$ cat config.mk
export PLATFORM = sky130hd
export DESIGN_NAME = revo_decoder
export DESIGN_NICKNAME = d
export VERILOG_FILES = /design/src/rtl/revo_decoder.sv
export SDC_FILE = /design/constraint.sdc
export NUM_CORES = 1
export LEC_CHECK = 0
export CAP_MARGIN = 20
export CORE_ASPECT_RATIO = 1.75
export CORE_MARGIN = 5
export CORE_UTILIZATION = 40
export CTS_BUF_LIST = sky130_fd_sc_hd__clkbuf_8
export DETAILED_ROUTE_END_ITERATION = 8
export PLACE_DENSITY = 0.68
export SLEW_MARGIN = 5
export SYNTH_ARGS = -nofsm -noshare
export SYNTH_HDL_FRONTEND = slang
export SYNTH_SLANG_ARGS = --single-unit
$ cat constraint.sdc
create_clock -name clock -period 2.14 [get_ports clock]
set_clock_uncertainty 0.2 [all_clocks]
set_input_delay 0.428 -clock clock [delete_from_list [all_inputs] [get_ports clock]]
set_output_delay 0.428 -clock clock [all_outputs]
set_load 0.02 [all_outputs]
$ cat src/rtl/revo_decoder.sv
// -----------------------------------------------------------------------------
// revo_decoder
//
// Recovers a once-per-revolution marker from an encoded clock line. The line
// is a 50% duty clock at 1/4 of the sampling clock; a revolution marker is a
// period whose high half is suppressed. The decoder finds the sample phase at
// which a full period reads 0011, verifies it for LOCK_COUNT periods, then
// strobes revo once for each suppressed period while locked.
//
// Ports
//   clock             sampling clock (4x the encoded clock), only clock
//   reset             asynchronous, active-high
//   encoded_in        raw encoded line (asynchronous to clock)
//   revo              one-cycle strobe per decoded revolution marker
//   locked            high while in LOCKED
//   phase             sample phase at which periods are evaluated
//   error_count       saturating count of bad windows seen while locked
//   revo_period       encoded periods between the last two revos
//   revo_period_valid one-cycle strobe when revo_period updates
//
// Build option
//   REVO_PERIOD_MEASURE_EN  when defined, revo_period / revo_period_valid are
//                           driven by a per-evaluation period counter; when
//                           undefined they are tied to 0.
// -----------------------------------------------------------------------------
module revo_decoder #(
   parameter int SAMPLES_PER_PERIOD = 4,
   parameter int LOCK_COUNT         = 64,
   parameter int MAX_ERRORS         = 4,
   parameter int PERIOD_WIDTH       = 24
) (
   input  logic                    clock,
   input  logic                    reset,
   input  logic                    encoded_in,
   output logic                    revo,
   output logic                    locked,
   output logic [1:0]              phase,
   output logic [7:0]              error_count,
   output logic [PERIOD_WIDTH-1:0] revo_period,
   output logic                    revo_period_valid
);

   localparam int GW = $clog2(LOCK_COUNT + 1);
   localparam int BW = $clog2(MAX_ERRORS + 1);

   localparam logic [GW-1:0] GOOD_LAST = GW'(LOCK_COUNT - 1);
   localparam logic [BW-1:0] BAD_LAST  = BW'(MAX_ERRORS - 1);

   // Window values seen at the evaluation phase. Oldest sample is the MSB, so
   // a healthy period (low half then high half) reads 0011.
   localparam logic [SAMPLES_PER_PERIOD-1:0] WIN_GOOD = 4'b0011;
   localparam logic [SAMPLES_PER_PERIOD-1:0] WIN_MISS = 4'b0000;

   localparam logic [1:0] S_SEARCH = 2'd0;
   localparam logic [1:0] S_VERIFY = 2'd1;
   localparam logic [1:0] S_LOCKED = 2'd2;

   logic                          sync1;
   logic                          sync2;
   logic [SAMPLES_PER_PERIOD-1:0] window;
   logic [1:0]                    cnt;
   logic [1:0]                    state;
   logic [GW-1:0]                 good_cnt;
   logic [BW-1:0]                 bad_cnt;
   logic                          miss_seen;

   logic eval_now;
   logic win_good;
   logic win_miss;
   logic lock_enter;
   logic revo_fire;

   // ---------------------------------------------------------------------------
   // Sampling front end: 2-flop synchronizer, shift window, free-running phase
   // counter. Everything downstream looks only at the synchronized sample.
   // ---------------------------------------------------------------------------
   always_ff @(posedge clock or posedge reset) begin
      if (reset) begin
         sync1  <= 1'b0;
         sync2  <= 1'b0;
         window <= '0;
         cnt    <= 2'd0;
      end else begin
         sync1  <= encoded_in;
         sync2  <= sync1;
         window <= {window[SAMPLES_PER_PERIOD-2:0], sync2};
         cnt    <= cnt + 2'd1;
      end
   end

   assign eval_now = (cnt == phase);
   assign win_good = (window == WIN_GOOD);
   assign win_miss = (window == WIN_MISS);

   // Last required good evaluation in VERIFY, and the first MISSING of a pair
   // in LOCKED; shared by the FSM and the period counter.
   assign lock_enter = (state == S_VERIFY) && eval_now && win_good &&
                       (good_cnt == GOOD_LAST);
   assign revo_fire  = (state == S_LOCKED) && eval_now && win_miss && !miss_seen;

   // ---------------------------------------------------------------------------
   // Acquisition / tracking FSM
   // ---------------------------------------------------------------------------
   always_ff @(posedge clock or posedge reset) begin
      if (reset) begin
         state       <= S_SEARCH;
         phase       <= 2'd0;
         good_cnt    <= '0;
         bad_cnt     <= '0;
         miss_seen   <= 1'b0;
         revo        <= 1'b0;
         error_count <= 8'd0;
      end else begin
         // revo is a registered copy of the decision, so it lands exactly one
         // cycle after the evaluation that found the marker.
         revo <= revo_fire;

         case (state)
            S_SEARCH: begin
               // Any cycle showing a full good period defines the phase.
               if (win_good) begin
                  phase     <= cnt;
                  good_cnt  <= '0;
                  miss_seen <= 1'b0;
                  state     <= S_VERIFY;
               end
            end

            S_VERIFY: begin
               if (eval_now) begin
                  if (win_good) begin
                     miss_seen <= 1'b0;
                     if (lock_enter) begin
                        bad_cnt <= '0;
                        state   <= S_LOCKED;
                     end else begin
                        good_cnt <= good_cnt + GW'(1);
                     end
                  end else if (win_miss) begin
                     // A single marker during verification is legitimate;
                     // two in a row means the line stopped.
                     if (miss_seen) state <= S_SEARCH;
                     else           miss_seen <= 1'b1;
                  end else begin
                     state <= S_SEARCH;
                  end
               end
            end

            S_LOCKED: begin
               if (eval_now) begin
                  if (win_good) begin
                     bad_cnt   <= '0;
                     miss_seen <= 1'b0;
                  end else if (win_miss) begin
                     // Second consecutive MISSING: line is dead, drop lock
                     // without a revo.
                     if (miss_seen) state <= S_SEARCH;
                     else           miss_seen <= 1'b1;
                  end else begin
                     miss_seen <= 1'b0;
                     // Counted even when this BAD is the one that drops lock.
                     if (error_count != 8'hFF) error_count <= error_count + 8'd1;
                     if (bad_cnt == BAD_LAST) state <= S_SEARCH;
                     else                     bad_cnt <= bad_cnt + BW'(1);
                  end
               end
            end

            default: state <= S_SEARCH;
         endcase
      end
   end

   assign locked = (state == S_LOCKED);

   // ---------------------------------------------------------------------------
   // Revolution period measurement
   // ---------------------------------------------------------------------------
`ifdef REVO_PERIOD_MEASURE_EN
   logic [PERIOD_WIDTH-1:0] period_cnt;
   logic                    first_revo;

   always_ff @(posedge clock or posedge reset) begin
      if (reset) begin
         period_cnt        <= '0;
         first_revo        <= 1'b1;
         revo_period       <= '0;
         revo_period_valid <= 1'b0;
      end else begin
         revo_period_valid <= 1'b0;
         if (lock_enter) begin
            period_cnt <= '0;
            first_revo <= 1'b1;
         end else if (revo_fire) begin
            // The marker evaluation itself starts the next interval, hence
            // the restart at 1 rather than 0.
            revo_period       <= period_cnt;
            revo_period_valid <= !first_revo;
            first_revo        <= 1'b0;
            period_cnt        <= PERIOD_WIDTH'(1);
         end else if ((state == S_LOCKED) && eval_now && (period_cnt != '1)) begin
            period_cnt <= period_cnt + PERIOD_WIDTH'(1);
         end
      end
   end
`else
   assign revo_period       = '0;
   assign revo_period_valid = 1'b0;
`endif

endmodule

== After elaboration in Yosys (flattened, before gate mapping) ==
Cells that the tools add are included.
W data, S select, Z words.

* Flip-flop bits (word level): 32
* Output and inout port bits: 37
* Word-level logic and storage cells: 86
* Input port bits: 3

* Reductions and logical operators: 18
* Add/sub/neg operators: 4
* Bitwise operators: 2
* Muxes and demuxes: 32
* Eq/ne operators: 19

{| class="wikitable"
|+ Operator list
! cell !! number
|-
| $mux W7 || 4
|-
| $mux W3 || 7
|-
| $mux W2 || 10
|-
| $reduce_and A5 Y1 || 3
|-
| $pmux W7 S2 || 1
|-
| $ne A2 B2 Y1 const B || 6
|-
| $ne A3 B3 Y1 const B || 4
|-
| $add A8 B1 Y8 const B || 1
|-
| $ne A8 B8 Y1 const B || 1
|-
| $add A7 B1 Y7 const B || 1
|-
| $eq A7 B6 Y1 const B || 1
|-
| $mux W1 || 7
|-
| $reduce_and A7 Y1 || 1
|-
| $logic_and A1 B1 Y1 || 6
|-
| $pmux W2 S3 || 1
|-
| $pmux W3 S2 || 1
|-
| $reduce_and A6 Y1 || 1
|-
| $eq A4 B2 Y1 const B || 1
|-
| $logic_not A4 Y1 || 1
|-
| $reduce_bool A2 Y1 || 2
|-
| $add A3 B1 Y3 const B || 1
|-
| $eq A3 B2 Y1 const B || 1
|-
| $ne A3 B1 Y1 const B || 1
|-
| $pmux W1 S3 || 1
|-
| other kinds (10) || 11
|}

== Depth between registers and ports, before layout ==
* Depth after elaboration: 8
* Gate-level depth with buffers: 7
* Mapped depth without buffers: 7

== Worst setup path before layout ==
No wires, ideal clock.

* Path kind: reg2reg
* Start: reg state[0]
* End: reg bad_cnt[0]
* Cell stages (with the launch flop): 8
* Data arrival time: 1.814 ns
* Setup slack: 0.001 ns
* Clock period less this slack: 2.139 ns
* Required time: 1.815 ns
* Library setup time: 0.125 ns
* Path through: dfrtp_1 -> inv_1 -> ha_1 -> buf_6 -> nor2_1 -> nor2_1 -> or3_4 -> mux2_4

* Elaborated cells between the ends (all ways): 14

{| class="wikitable"
|+ RTL lines
! what !! RTL line !! text
|-
| from (decl) || 62 || <nowiki>logic [1:0] state;</nowiki>
|-
| from (signal assigned) || 106 || <nowiki>state <= S_SEARCH;</nowiki>
|-
| from (signal assigned) || 125 || <nowiki>state <= S_VERIFY;</nowiki>
|-
| from (signal assigned) || 135 || <nowiki>state <= S_LOCKED;</nowiki>
|-
| $eq A2 B2 Y1 * || n/a ||
|-
| net locked || 36 || <nowiki>output logic locked,</nowiki>
|-
| $ne A3 B3 Y1 (no source line), or another cell as far along || n/a ||
|-
| $reduce_and A7 Y1 (no source line) || n/a ||
|-
| to (signal assigned) || 165 || <nowiki>else bad_cnt <= bad_cnt + BW'(1);</nowiki>
|-
| to (decl) || 64 || <nowiki>logic [BW-1:0] bad_cnt;</nowiki>
|}

Mark *: on every way through the listed nets, which the timed path passes. The rest lies on a longest branch.
A chain may end at the register's enable or synchronous reset.

== Worst setup path after layout ==
* Start: reg state[0]
* End: reg bad_cnt[1]

* Longest elaborated chain between the ends: 6
* Elaborated cells between the ends (all ways): 14

{| class="wikitable"
|+ Ends and longest elaborated chain
! what !! RTL line !! text
|-
| $eq A2 B1 Y1 || 97, 118 ||
|-
| $logic_and A1 B1 Y1 (3 in series) || 97 || <nowiki>assign lock_enter = (state == S_VERIFY) && eval_now && win_good &&</nowiki>
|-
| $ne A2 B2 Y1 (no source line) || n/a ||
|-
| $reduce_and A7 Y1 (no source line) || n/a ||
|}

Several ways; a longest one is shown, not always the timed one.

==> results.sh <==
export IMPL_mostFrequentLayoutCells="dfrtp_1 (32), conb_1 (25), nand2_1 (17), nor2_1 (13), clkdlybuf4s50_1 (13)"
export IMPL_final_util=0.4594
export IMPL_layout_commonest_cell="dfrtp_1"
export IMPL_netlist_area_um2=1884
export IMPL_rr_worst_depth=7
export IMPL_root_buffer="clkbuf_8"
export IMPL_dieArea_um2=6238
export IMPL_holdPathStages=0
export IMPL_drv_slew=0
export IMPL_synthArstFlopShare=1.000
export IMPL_synth_seq_area_share=0.4250
export IMPL_ctsHoldBuffers=0
export IMPL_cts_clk_slew_worst_paths_ns=0.06
export IMPL_syn_to_final_growth_pct=12.75
export IMPL_row_count=33
export IMPL_fin_crit_ns=2.080
export IMPL_fmax_mhz=480.7
export IMPL_avgRoutedWirePerCell_um=13.41
export IMPL_routed_wl_um=3568
export IMPL_syn_avg_cell_area_um2=10.08
export IMPL_setup_viol=0
export IMPL_grt_setup_unrepaired="yes"
export IMPL_crit_type="flip-flop to flip-flop"
export IMPL_yosys_register_bits=32
export IMPL_layout_drive_gt1_share=0.1542
export IMPL_insertion_delay_ns=0.28
export IMPL_grt_pass1_vias=1369
export IMPL_final_cells=266
export IMPL_fin_total_pwr_w=0.001854
export IMPL_synth_distinct_cells=46
export IMPL_min_path_type="flip-flop to flip-flop"
export IMPL_core_area_um2=4624
export IMPL_diodes=0
export IMPL_grt_max_degree=33
export IMPL_clock_sinks=32
export IMPL_grt_overflow=0
export IMPL_grtUsageTotal=0.1297
export IMPL_grt_pass1_wl_um=6078
export IMPL_io_buffers=14
export IMPL_fp_dieW_um=61.89
export IMPL_ys_flop_type="dfrtp_1"
export IMPL_clockBufferDepth=2
export IMPL_yosys_warnings=0
export IMPL_vias=1347
export IMPL_first_pass_iters=4
export IMPL_dieHeight_um=100.8
export IMPL_antenna_found_initial=0
export IMPL_dp_hpwl_um=2628
export IMPL_cp_data_required_time_ns=2.10
export IMPL_arrival_ns=2.04
export IMPL_fin_crit_sh=0.9720
export IMPL_power_density_nw_per_um2=872.8
export IMPL_place_ws_ns=0.05932
export IMPL_cp_max_fo=6
export IMPL_layout_nets=225
export IMPL_start_util=0.4075
export IMPL_htree_levels=2
export IMPL_start_kind="flip-flop"
export IMPL_ios=40
export IMPL_synth_cells=187
export IMPL_worstSetupEndpointType="flip-flop"
export IMPL_ant_nets=0
export IMPL_dp_cells=257
export IMPL_drt_iter0_markers=35
export IMPL_synth_edf_count=0
export IMPL_fillCellCount=436
export IMPL_setup_ws_ns=0.05986
export IMPL_p_leak_nw=1.015
export IMPL_gp_congestion=0.8468
export IMPL_hold_violations=0
export IMPL_maxCapViolCount=0
export IMPL_vdd_drop_max_uv=512.6
export IMPL_drc_errors=0
export IMPL_cts_tree="built"
export IMPL_detail_route_vias_per_cell=5.064
export IMPL_cts_buffers=5
export IMPL_status="finished clean"
==> cell type report <==
class | count | area [um^2] | area share
Tap cell | 52 | 65.06 | 0.03062
Timing Repair Buffer | 25 | 221.5 | 0.1042
Clock buffer | 5 | 68.82 | 0.03239
Inverter | 9 | 33.78 | 0.01590
Sequential cell | 32 | 800.8 | 0.3769
Multi-Input combinational cell | 141 | 925.9 | 0.4358
Clock inverter | 2 | 8.758 | 0.004122
==> cell usage after synthesis (2+ instances only) <==
cell type,n,area [um^2]
and3_1,4,25.02
nor3_1,5,25.02
o21ai_0,6,30.03
nand2_1,17,63.81
mux2i_1,2,20.02
ha_1,8,100.1
o21ba_2,2,20.02
buf_6,3,33.78
nand3_1,5,25.02
nand2b_1,2,12.51
xnor2_1,2,17.52
nor2_1,13,48.80
a31oi_1,3,18.77
a32o_1,2,20.02
buf_4,25,187.7
dfrtp_1,32,800.8
xor2_1,8,70.07
nand4_1,4,25.02
mux2_4,3,45.04
o211ai_1,3,22.52
mux2_2,2,22.52
o311ai_0,2,17.52
nor4_1,2,12.51
inv_1,9,33.78
or2_1,2,12.51
==> kinds of logic after synthesis <==
family | after synthesis | share of synthesized area
fa+ha+maj | 8 | 0.05312
xor+xnor | 10 | 0.04648
buf+inv | 38 | 0.1374
flops | 32 | 0.4250
mux | 7 | 0.04648
other cells | 1 | 0.001990
simple gates | 65 | 0.1859
compound gates | 26 | 0.1036
==> per-stage QoR <==
step / cell area, um^2 / TNS (ns) / hold slack, ns
2_1_floorplan: 1974 / 0 / 0.1312
3_3_place_gp: 2022 / 0 / 0.1327
3_5_place_dp: 2022 / 0 / 0.1347
4_1_cts: 2098 / 0 / 0.1465
5_1_grt: 2125 / -0.08437 / 0.1575
6_report: 2125 / 0 / 0.1441
==> report_power, final <==
group          internal (W)  switching [W]  total, W  leakage [nW]
Combinational      0.000306       0.000386  0.000692         0.553
Clock              0.000216       0.000205  0.000421        0.0452
Sequential         0.000674      0.0000670  0.000741         0.417
Total               0.00120       0.000659   0.00185          1.01
==> registers in the layout (all words and copies together) (netlist names) <==
name,flops
error_count,8
good_cnt,7
window,4
bad_cnt,3
cnt,2
phase,2
state,2
miss_seen,1
revo,1
sync1,1
sync2,1
==> routing by layer <==
layer | vias to the layer above | routed length [um] | track usage
li1 | 647 | - | -
met1 | 640 | 1380 | 0.1483
met2 | 49 | 1807 | 0.2058
met3 | 11 | 256 | 0.03846
met4 | 0 | 123 | 0.07680
met5 | - | 0 | 0
==> worst max-delay path: stages (launching register included) <==
cell and delay [ns]:
dfrtp_1 0.40, inv_1 0.08, ha_1 0.29, buf_4 0.19
nand2_1 0.05, o21ai_0 0.07, or3_4 0.38, mux2_4 0.31
==> final timing paths <==
check                          from         end  slack (ns)
min in group asynchronous     reset    phase[0]        0.33
min                           sync2   window[0]        0.14
min reg2reg                   sync2   window[0]        0.14
max                        state[0]  bad_cnt[1]        0.06
max in group asynchronous     reset  bad_cnt[0]        1.12
max reg2reg                state[0]  bad_cnt[1]        0.06
==> repair_timing <==
item,4_1_cts,5_1_grt
gates resized for setup,1,3
buffers inserted,0,2
setup endpoints to repair,1,6
pin swaps,0,1
No activity file was read; power rests on OpenSTA's default activity.
